$ cat src/rtl/alu_execute_unit.sv
// Execute stage feeding the register-file write port: single-cycle ALU ops
// plus a fixed-latency shift-add multiply, with registered result and flags.
module alu_execute_unit #(
    parameter int unsigned DATA_WIDTH     = 24,
    parameter int unsigned REG_ADDR_WIDTH = 5,
    parameter int unsigned MUL_CYCLES     = 24
) (
    input  logic                      clk,
    input  logic                      rst_n,
    input  logic                      start,
    input  logic [3:0]                opcode,
    input  logic [DATA_WIDTH-1:0]     operand_a,
    input  logic [DATA_WIDTH-1:0]     operand_b,
    input  logic [REG_ADDR_WIDTH-1:0] dest_reg_in,
    output logic                      busy,
    output logic                      done,
    output logic [DATA_WIDTH-1:0]     result,
    output logic [REG_ADDR_WIDTH-1:0] result_reg,
    output logic                      write_enable,
    output logic                      zero,
    output logic                      negative,
    output logic                      carry,
    output logic                      overflow
);

    localparam int unsigned CNT_W = (MUL_CYCLES > 1) ? $clog2(MUL_CYCLES) : 1;
    localparam logic [CNT_W-1:0] CNT_LAST = CNT_W'(MUL_CYCLES - 1);

    localparam logic [1:0] S_IDLE = 2'd0;
    localparam logic [1:0] S_EXEC = 2'd1;
    localparam logic [1:0] S_MUL  = 2'd2;
    localparam logic [1:0] S_DONE = 2'd3;

    localparam logic [3:0] OP_ADD  = 4'd0;
    localparam logic [3:0] OP_SUB  = 4'd1;
    localparam logic [3:0] OP_AND  = 4'd2;
    localparam logic [3:0] OP_OR   = 4'd3;
    localparam logic [3:0] OP_XOR  = 4'd4;
    localparam logic [3:0] OP_NOT  = 4'd5;
    localparam logic [3:0] OP_SLL  = 4'd6;
    localparam logic [3:0] OP_SRL  = 4'd7;
    localparam logic [3:0] OP_SRA  = 4'd8;
    localparam logic [3:0] OP_MUL  = 4'd9;
    localparam logic [3:0] OP_PASS = 4'd10;
    localparam logic [3:0] OP_SLT  = 4'd11;

    logic [1:0]                r_state;
    logic [1:0]                w_next_state;
    logic [3:0]                r_op;
    logic [DATA_WIDTH-1:0]     r_a;
    logic [DATA_WIDTH-1:0]     r_b;
    logic [DATA_WIDTH-1:0]     r_acc;
    logic [REG_ADDR_WIDTH-1:0] r_dest;
    logic [CNT_W-1:0]          r_cnt;
    logic                      r_busy;
    logic                      r_done;
    logic                      r_we;
    logic [DATA_WIDTH-1:0]     r_result;
    logic [REG_ADDR_WIDTH-1:0] r_result_reg;
    logic                      r_zero;
    logic                      r_negative;
    logic                      r_carry;
    logic                      r_overflow;

    logic                      w_legal;
    logic [DATA_WIDTH:0]       w_sum;
    logic [DATA_WIDTH:0]       w_diff;
    logic [4:0]                w_shamt;
    logic                      w_sh_big;
    logic [DATA_WIDTH-1:0]     w_alu_res;
    logic                      w_alu_c;
    logic                      w_alu_v;
    logic [DATA_WIDTH-1:0]     w_mul_acc;

    assign w_legal   = (r_op <= OP_SLT);
    assign w_sum     = {1'b0, r_a} + {1'b0, r_b};
    assign w_diff    = {1'b0, r_a} - {1'b0, r_b};
    assign w_shamt   = r_b[4:0];
    assign w_sh_big  = (32'(w_shamt) >= DATA_WIDTH);
    assign w_mul_acc = r_acc + (r_b[0] ? r_a : '0);

    // State register
    always_ff @(posedge clk or negedge rst_n) begin
        if (!rst_n) begin
            r_state <= S_IDLE;
        end else begin
            r_state <= w_next_state;
        end
    end

    // Next-state logic
    always_comb begin
        w_next_state = r_state;
        case (r_state)
            S_IDLE:  if (start) w_next_state = (opcode == OP_MUL) ? S_MUL : S_EXEC;
            S_EXEC:  w_next_state = S_DONE;
            S_MUL:   if (r_cnt == CNT_LAST) w_next_state = S_DONE;
            S_DONE:  w_next_state = S_IDLE;
            default: w_next_state = S_IDLE;
        endcase
    end

    // Single-cycle ALU; carry means borrow for SUB
    always_comb begin
        w_alu_res = '0;
        w_alu_c   = 1'b0;
        w_alu_v   = 1'b0;
        case (r_op)
            OP_ADD: begin
                w_alu_res = w_sum[DATA_WIDTH-1:0];
                w_alu_c   = w_sum[DATA_WIDTH];
                w_alu_v   = (r_a[DATA_WIDTH-1] == r_b[DATA_WIDTH-1]) &&
                            (w_sum[DATA_WIDTH-1] != r_a[DATA_WIDTH-1]);
            end
            OP_SUB: begin
                w_alu_res = w_diff[DATA_WIDTH-1:0];
                w_alu_c   = w_diff[DATA_WIDTH];
                w_alu_v   = (r_a[DATA_WIDTH-1] != r_b[DATA_WIDTH-1]) &&
                            (w_diff[DATA_WIDTH-1] != r_a[DATA_WIDTH-1]);
            end
            OP_AND:  w_alu_res = r_a & r_b;
            OP_OR:   w_alu_res = r_a | r_b;
            OP_XOR:  w_alu_res = r_a ^ r_b;
            OP_NOT:  w_alu_res = ~r_a;
            OP_SLL:  w_alu_res = w_sh_big ? '0 : (r_a << w_shamt);
            OP_SRL:  w_alu_res = w_sh_big ? '0 : (r_a >> w_shamt);
            OP_SRA:  w_alu_res = w_sh_big ? {DATA_WIDTH{r_a[DATA_WIDTH-1]}}
                                          : DATA_WIDTH'($signed(r_a) >>> w_shamt);
            OP_PASS: w_alu_res = r_b;
            OP_SLT:  w_alu_res = {{(DATA_WIDTH-1){1'b0}}, ($signed(r_a) < $signed(r_b))};
            default: w_alu_res = '0;
        endcase
    end

    // Operand latch, multiply iteration, result/flag and strobe registers
    always_ff @(posedge clk or negedge rst_n) begin
        if (!rst_n) begin
            r_op         <= '0;
            r_a          <= '0;
            r_b          <= '0;
            r_acc        <= '0;
            r_dest       <= '0;
            r_cnt        <= '0;
            r_busy       <= 1'b0;
            r_done       <= 1'b0;
            r_we         <= 1'b0;
            r_result     <= '0;
            r_result_reg <= '0;
            r_zero       <= 1'b0;
            r_negative   <= 1'b0;
            r_carry      <= 1'b0;
            r_overflow   <= 1'b0;
        end else begin
            r_busy <= (w_next_state != S_IDLE);
            r_done <= (w_next_state == S_DONE);
            r_we   <= (w_next_state == S_DONE) && w_legal;
            case (r_state)
                S_IDLE: begin
                    if (start) begin
                        r_op   <= opcode;
                        r_a    <= operand_a;
                        r_b    <= operand_b;
                        r_dest <= dest_reg_in;
                        r_acc  <= '0;
                        r_cnt  <= '0;
                    end
                end
                S_EXEC: begin
                    r_result_reg <= r_dest;
                    if (w_legal) begin
                        r_result   <= w_alu_res;
                        r_zero     <= (w_alu_res == '0);
                        r_negative <= w_alu_res[DATA_WIDTH-1];
                        r_carry    <= w_alu_c;
                        r_overflow <= w_alu_v;
                    end else begin
                        r_result <= '0;
                    end
                end
                S_MUL: begin
                    r_acc <= w_mul_acc;
                    r_a   <= r_a << 1;
                    r_b   <= r_b >> 1;
                    r_cnt <= r_cnt + CNT_W'(1);
                    if (r_cnt == CNT_LAST) begin
                        r_cnt        <= '0;
                        r_result     <= w_mul_acc;
                        r_result_reg <= r_dest;
                        r_zero       <= (w_mul_acc == '0);
                        r_negative   <= w_mul_acc[DATA_WIDTH-1];
                        r_carry      <= 1'b0;
                        r_overflow   <= 1'b0;
                    end
                end
                default: ;
            endcase
        end
    end

    assign busy         = r_busy;
    assign done         = r_done;
    assign write_enable = r_we;
    assign result       = r_result;
    assign result_reg   = r_result_reg;
    assign zero         = r_zero;
    assign negative     = r_negative;
    assign carry        = r_carry;
    assign overflow     = r_overflow;

endmodule

$ cat config.mk
export PLATFORM = sky130hd
export DESIGN_NAME = alu_execute_unit
export DESIGN_NICKNAME = d
export VERILOG_FILES = /design/src/rtl/alu_execute_unit.sv
export SDC_FILE = /design/constraint.sdc
export NUM_CORES = 1
export LEC_CHECK = 0
export BUFFER_PORTS_ARGS = -buffer_cell sky130_fd_sc_hd__buf_2
export CAP_MARGIN = 40
export CORE_MARGIN = 2
export CORE_UTILIZATION = 55
export CTS_BUF_LIST = sky130_fd_sc_hd__clkbuf_4 sky130_fd_sc_hd__clkbuf_8
export DETAILED_ROUTE_END_ITERATION = 7
export PLACE_DENSITY = 0.84
export SETUP_SLACK_MARGIN = 0.05
export SYNTH_ARGS = -nofsm -noshare
export SYNTH_HDL_FRONTEND = slang
export SYNTH_SLANG_ARGS = --single-unit
export TNS_END_PERCENT = 1
$ cat constraint.sdc
create_clock -name clk -period 5.35 [get_ports clk]
set_input_delay 0.2675 -clock clk [delete_from_list [all_inputs] [get_ports clk]]
set_output_delay 0.2675 -clock clk [all_outputs]
set_load 0.03 [all_outputs]
; Yosys cells after proc, flatten, opt, wreduce, memory -nomap -nowiden
; Cells that the tools add are included.
[totals]
register_bits = 124
in_bits = 60
out_inout_bits = 36
wordCells = 103
[classes]
n_addsub = 4
order_cmp = 3
eq_ne = 23
shift = 3
mux = 36
bitwise_logic = 4
n_reduce_logical = 14
[ops]
columns = operator, count
row1 = $pmux 24 s11, 1
row2 = $mux 24, 9
row3 = $pmux 24 s2, 4
row4 = $logic_not 24->1, 2
row5 = $add 24x24->25, 1
row6 = $sub 24x24->25, 1
row7 = $add 24x24->24, 1
row8 = $and 24x24->24, 1
row9 = $lt 24x24->1, 1
row10 = $not 24->24, 1
row11 = $or 24x24->24, 1
row12 = $shl 24x5->24, 1
row13 = $shr 24x5->24, 1
row14 = $sshr 24x5->24, 1
row15 = $xor 24x24->24, 1
row16 = $pmux 5 s2, 2
row17 = $eq 4x3->1 const B, 4
row18 = $eq 4x4->1 const B, 4
row19 = $mux 5, 3
row20 = $pmux 1 s2, 6
row21 = $eq 4x2->1 const B, 2
row22 = $pmux 2 s4, 1
row23 = $mux 1, 7
row24 = $eq 2x2->1 const B, 3
row25 = other kinds (16), 28

; Depth between registers and ports, before layout
[logic_depth]
ltp_word = 6
ltp_mapped = 21
depth_no_buf = 15

; Worst setup path before layout
; OpenSTA, ideal clock, no wires.
[synth_timing]
path_type = register to register
startpoint = register r_b[2]
endpoint = register r_zero, in the netlist zero
setup_time_ns = 0.076
arrival_ns = 4.726
t_required_ns = 5.274
slack_ns = 0.547
path_stages_with_launch = 17
path_buffers = 3
period_less_slack_ns = 4.803
path_cell_list = dfrtp_1 -> inv_1 -> buf_1 -> clkbuf_1 -> buf_1 -> ha_1 -> nor2b_1 -> a2111o_1 -> and4_1 -> a211o_1 -> or4b_4 -> or4_4 -> nor4_2 -> and4_1 -> and4_1 -> nand4_1 -> o21ai_1
[synth_via]
elab_chain_cells = 6
elab_cells_between_ends = 17
classes_between = 2 x add/sub / 2 x order compare / 3 x shift / 6 x mux / 3 x bitwise / 1 x reduce/logical
[synth_lines]
columns = item, line_no
row1 = from (decl), 51  ; logic [DATA_WIDTH-1:0] r_b;
row2 = from (signal assigned), 162  ; r_b <= operand_b;
row3 = from (signal assigned), 183  ; r_b <= r_b >> 1;
row4 = branches (longest 2 deep; another with $sub 24x24->25), n/a
row5 = $pmux 24 s11 (*), 108  ; case (r_op)
row6 = $logic_not 24->1 (*), 172  ; r_zero <= (w_alu_res == '0);
row7 = $mux 1 (*), 170  ; if (w_legal) begin
row8 = $pmux 1 s2 (*), 157  ; case (r_state)
row9 = to (signal assigned), 172
row10 = to (signal assigned), 189  ; r_zero <= (w_mul_acc == '0);
row11 = to (decl), 60  ; logic r_zero;
; Every way passes the cells marked *. The select of a mux whose other input is x is not followed.
; A chain may end at the register's enable or synchronous reset.

; Final worst setup path
[layout_timing]
startpoint = register r_a[6]
endpoint = register r_zero, in the netlist zero
[layout_via]
elab_chain_cells = 6
elab_cells_between_ends = 21
classes_between = 3 x add/sub / 1 x order compare / 3 x shift / 8 x mux / 4 x bitwise / 2 x reduce/logical
[layout_lines]
columns = item, line_no
row1 = from (decl), 50  ; logic [DATA_WIDTH-1:0] r_a;
row2 = from (signal assigned), 161  ; r_a <= operand_a;
row3 = from (signal assigned), 182  ; r_a <= r_a << 1;
row4 = branches (longest 5 deep; another with $sub 24x24->25), n/a
row5 = $pmux 1 s2 (*), 157
; Marks and branches as above.

==> flow_summary.rst <==
.. list-table::
   :header-rows: 1

   * - Metric
     - Value
   * - Outcome
     - complete, but fails checks
   * - Failing checks
     - design-rule violations
   * - Setup violation total in the final timing report
     - 0
   * - Overflow left after global routing
     - 0
   * - Count of final hold-check violations
     - 0
   * - Vias in the first global route
     - 13700
   * - Aggregate routed wire length
     - 53100 µm
   * - Initial antenna violation count
     - 0
   * - Number of placed I/O pins
     - 96
   * - Ratio of final minimum period to clock period
     - 85.8%
   * - Number of flops mapped to enable cells by yosys
     - 0
   * - Count of clock tree sinks
     - 124
   * - Number of inserted diodes
     - 0
   * - Critical path capture point type
     - flop
   * - Crit path launch type
     - flop
   * - Share of final-layout standard cells stronger than drive strength 1
     - 16.0%
   * - Worst-path cell chain
     - inv_1 > nor2_1 > ha_1 > a2111oi_0 > o21ai_1 > a41oi_1 > o21ai_1 > a221oi_1 > a21oi_1 > xor2_1 > or4_1 > nor4_1 > a32oi_1 > o21ai_1
   * - Total negative slack
     - 0 ns
   * - Antenna Violating Nets Remaining
     - 0
   * - Buffers on Ports
     - 95
   * - Post-synthesis cell type with the largest combined area
     - dfrtp_1
   * - Worst path bufs/invs
     - 1
   * - Cell count after synthesis
     - 1705
   * - Library cell used as clock root buffer
     - clkbuf_8
   * - Synthesized Nets
     - 1870
   * - Area contributors post-synth
     - dfrtp_1 23%, ha_1 9.4%, mux2i_1 6.7%
   * - Maximum fanout along the worst path
     - 12
   * - Max-cap violations
     - 0
   * - Clock tree from TritonCTS
     - built
   * - Cell at the slowest stage of the critical path
     - dfrtp_1
   * - Largest register FFs
     - 29
   * - Register clock-pin slew on the reported worst setup and hold paths
     - 0.11 ns
   * - Detail-routed net length per standard cell
     - 25.5 µm
   * - Core Area
     - 24300 µm²
   * - Async SR Flop Fraction
     - 100%
   * - DIE HEIGHT
     - 161 µm
   * - Final Slew Violations
     - 0
   * - CTS HTree Levels
     - 4
   * - Most prevalent standard cell on the critical path
     - o21ai_1
   * - Drt first-iter violations
     - 2228
   * - Sequential fraction of the synthesis area
     - 22.8%
   * - Final critical-path required period
     - 4.59 ns
   * - Initial Util
     - 56.0%
   * - Vias after detailed routing
     - 14400
   * - Flop and latch count out of synthesis
     - 124
   * - Mapped Area
     - 13600 µm²
   * - Routability-driven placement congestion ratio
     - 1.04
   * - Average cell area after synthesis
     - 7.99 µm²
   * - Max stage delay on crit path
     - 0.62 ns
   * - CTS buffer count
     - 17
   * - Setup repair after global routing missed its margin
     - no
   * - Clk Latency, worst-skew pair
     - 0.47 ns
   * - Count of yosys warnings during synthesis
     - 0
   * - Aggregate global-route resource usage
     - 40.6%
   * - Half-perimeter wire length after placement
     - 40000 µm
   * - Arrival @ worst endpoint
     - 4.99 ns
   * - Path class of the lowest-slack min-delay path
     - in -> reg
   * - X dimension of the die
     - 161 µm
   * - Cell family contributing the most delay on the critical path
     - compound AO/OA/AOI/OAI gates
   * - Worst-case headroom to the max-slew limit
     - 41.5%
   * - Post-synthesis to final-layout area growth
     - 9.19%
   * - Number of detailed-routing iterations run before antenna repair
     - 8
   * - # rows
     - 57
   * - Worst Max-Slew Pin Slew
     - 0.877 ns
   * - Die Area
     - 26100 µm²
   * - Most frequently used flop master after synthesis
     - dfrtp_1
   * - Synth cell types
     - 88
   * - Drt via density
     - 6.91
   * - Area share of the largest cell type after synthesis
     - 22.8%
   * - CTS Buffer Depth
     - 2
   * - Clock Skew
     - 0.0292 ns
   * - Crit path required time
     - 5.75 ns
   * - Critical path type
     - reg -> reg
   * - Post-CTS setup buffers
     - 0
   * - Global-route wire length before repair
     - 81500 µm
   * - Drc violations
     - 2
   * - Layout Nets
     - 1910
   * - Largest net degree at the start of global routing
     - 77
   * - Fmax
     - 218 MHz
## layout by cell type, fill, tap and decap left out, types with 25 or more instances in the layout
cell | Yosys | final
a21o_1 | 28 | 28
a21oi_1 | 103 | 103
buf_2 | 16 | 94
buf_4 | 0 | 56
dfrtp_1 | 124 | 123
ha_1 | 102 | 101
inv_1 | 78 | 78
mux2_2 | 37 | 37
mux2i_1 | 91 | 90
mux4_2 | 30 | 30
nand2_1 | 202 | 202
nor2_1 | 155 | 155
o211ai_1 | 25 | 25
o21ai_0 | 142 | 142
o22ai_1 | 25 | 25
## repair_timing
action	4_1_cts	5_1_grt
gates resized for setup	0	0
endpoints found under the hold margin	75	0
hold buffers	1	0
## per-layer routing
metal / GRT usage [%] / routed length [µm] / vias up
li1: - / - / 6372
met1: 55.1 / 21700 / 6878
met2: 63.7 / 23400 / 965
met3: 7.40 / 5440 / 163
met4: 17.4 / 2650 / 0
met5: 0 / 0 / -
## kinds of logic (layout without fill, tap and decap cells)
| kind of cell | Yosys count | count (layout) | synth area share [%] |
|---|---|---|---|
| xor gates and xnor gates | 29 | 29 | 1.86 |
| buffers and inverters | 215 | 268 | 6.19 |
| adders and majority gates | 105 | 105 | 9.80 |
| muxes | 159 | 159 | 14.8 |
| AOI/OAI and AO/OA | 552 | 552 | 27.0 |
| DFF | 124 | 124 | 22.8 |
| and+or+nand+nor | 521 | 521 | 17.6 |
## cells in the mapped netlist, types with 22 or more instances
cell      instances
o22ai_1          25
nor3_1           24
xnor2_1          22
clkbuf_1         97
nand3_1          24
mux2_2           37
nor2_1          155
o21ai_0         142
a21o_1           28
mux4_2           30
dfrtp_1         124
a21oi_1         103
nand2_1         202
a211oi_1         24
inv_1            78
mux2i_1          91
o211ai_1         25
ha_1            102
## path summary, 6_finish.rpt
path	startpoint	to	slack, ns	cells past startpoint
setup / recovery	r_a[6]$_DFFE_PN0P_	zero$_DFFE_PN0P_	0.76	14
hold / removal	dest_reg_in[1]	r_dest[1]$_DFFE_PN0P_	0.03	2
setup reg to reg	r_a[6]$_DFFE_PN0P_	zero$_DFFE_PN0P_	0.76	14
hold reg to reg	result[16]$_DFFE_PN0P_	result[16]$_DFFE_PN0P_	0.48	1
max in group asynchronous	rst_n	result[19]$_DFFE_PN0P_	3.79	3
min in group asynchronous	rst_n	r_b[2]$_DFFE_PN0P_	0.40	2
## metrics by stage
step | area, µm² | setup WS (ns) | instances | hold WS (ns) | utilization, %
2_1_floorplan | 13600 | 0.547 | 1705 | -0.0281 | -
3_3_place_gp | 14500 | 1.04 | 2048 | 0.347 | 59.5
3_5_place_dp | 14500 | 0.978 | 2049 | 0.367 | 59.6
4_1_cts | 14900 | 0.952 | 2082 | 0.0194 | 61.2
5_1_grt | 14900 | 0.306 | 2082 | 0.0153 | 61.2
6_report | 14900 | 0.759 | 2082 | 0.0327 | 61.2
## final cells by class
class / instances / area (µm²)
multi-input combinational: 1366 / 9740
fill: 2194 / 9440
sequential: 124 / 3100
timing repair buffer: 153 / 940
tap: 324 / 405
inverter: 83 / 312
clock buffer: 17 / 234
clock inverter: 15 / 153
Power is left out: the tool's default activity adds up to more than one toggle a clock period on the data nets, which glitch-free logic cannot reach.
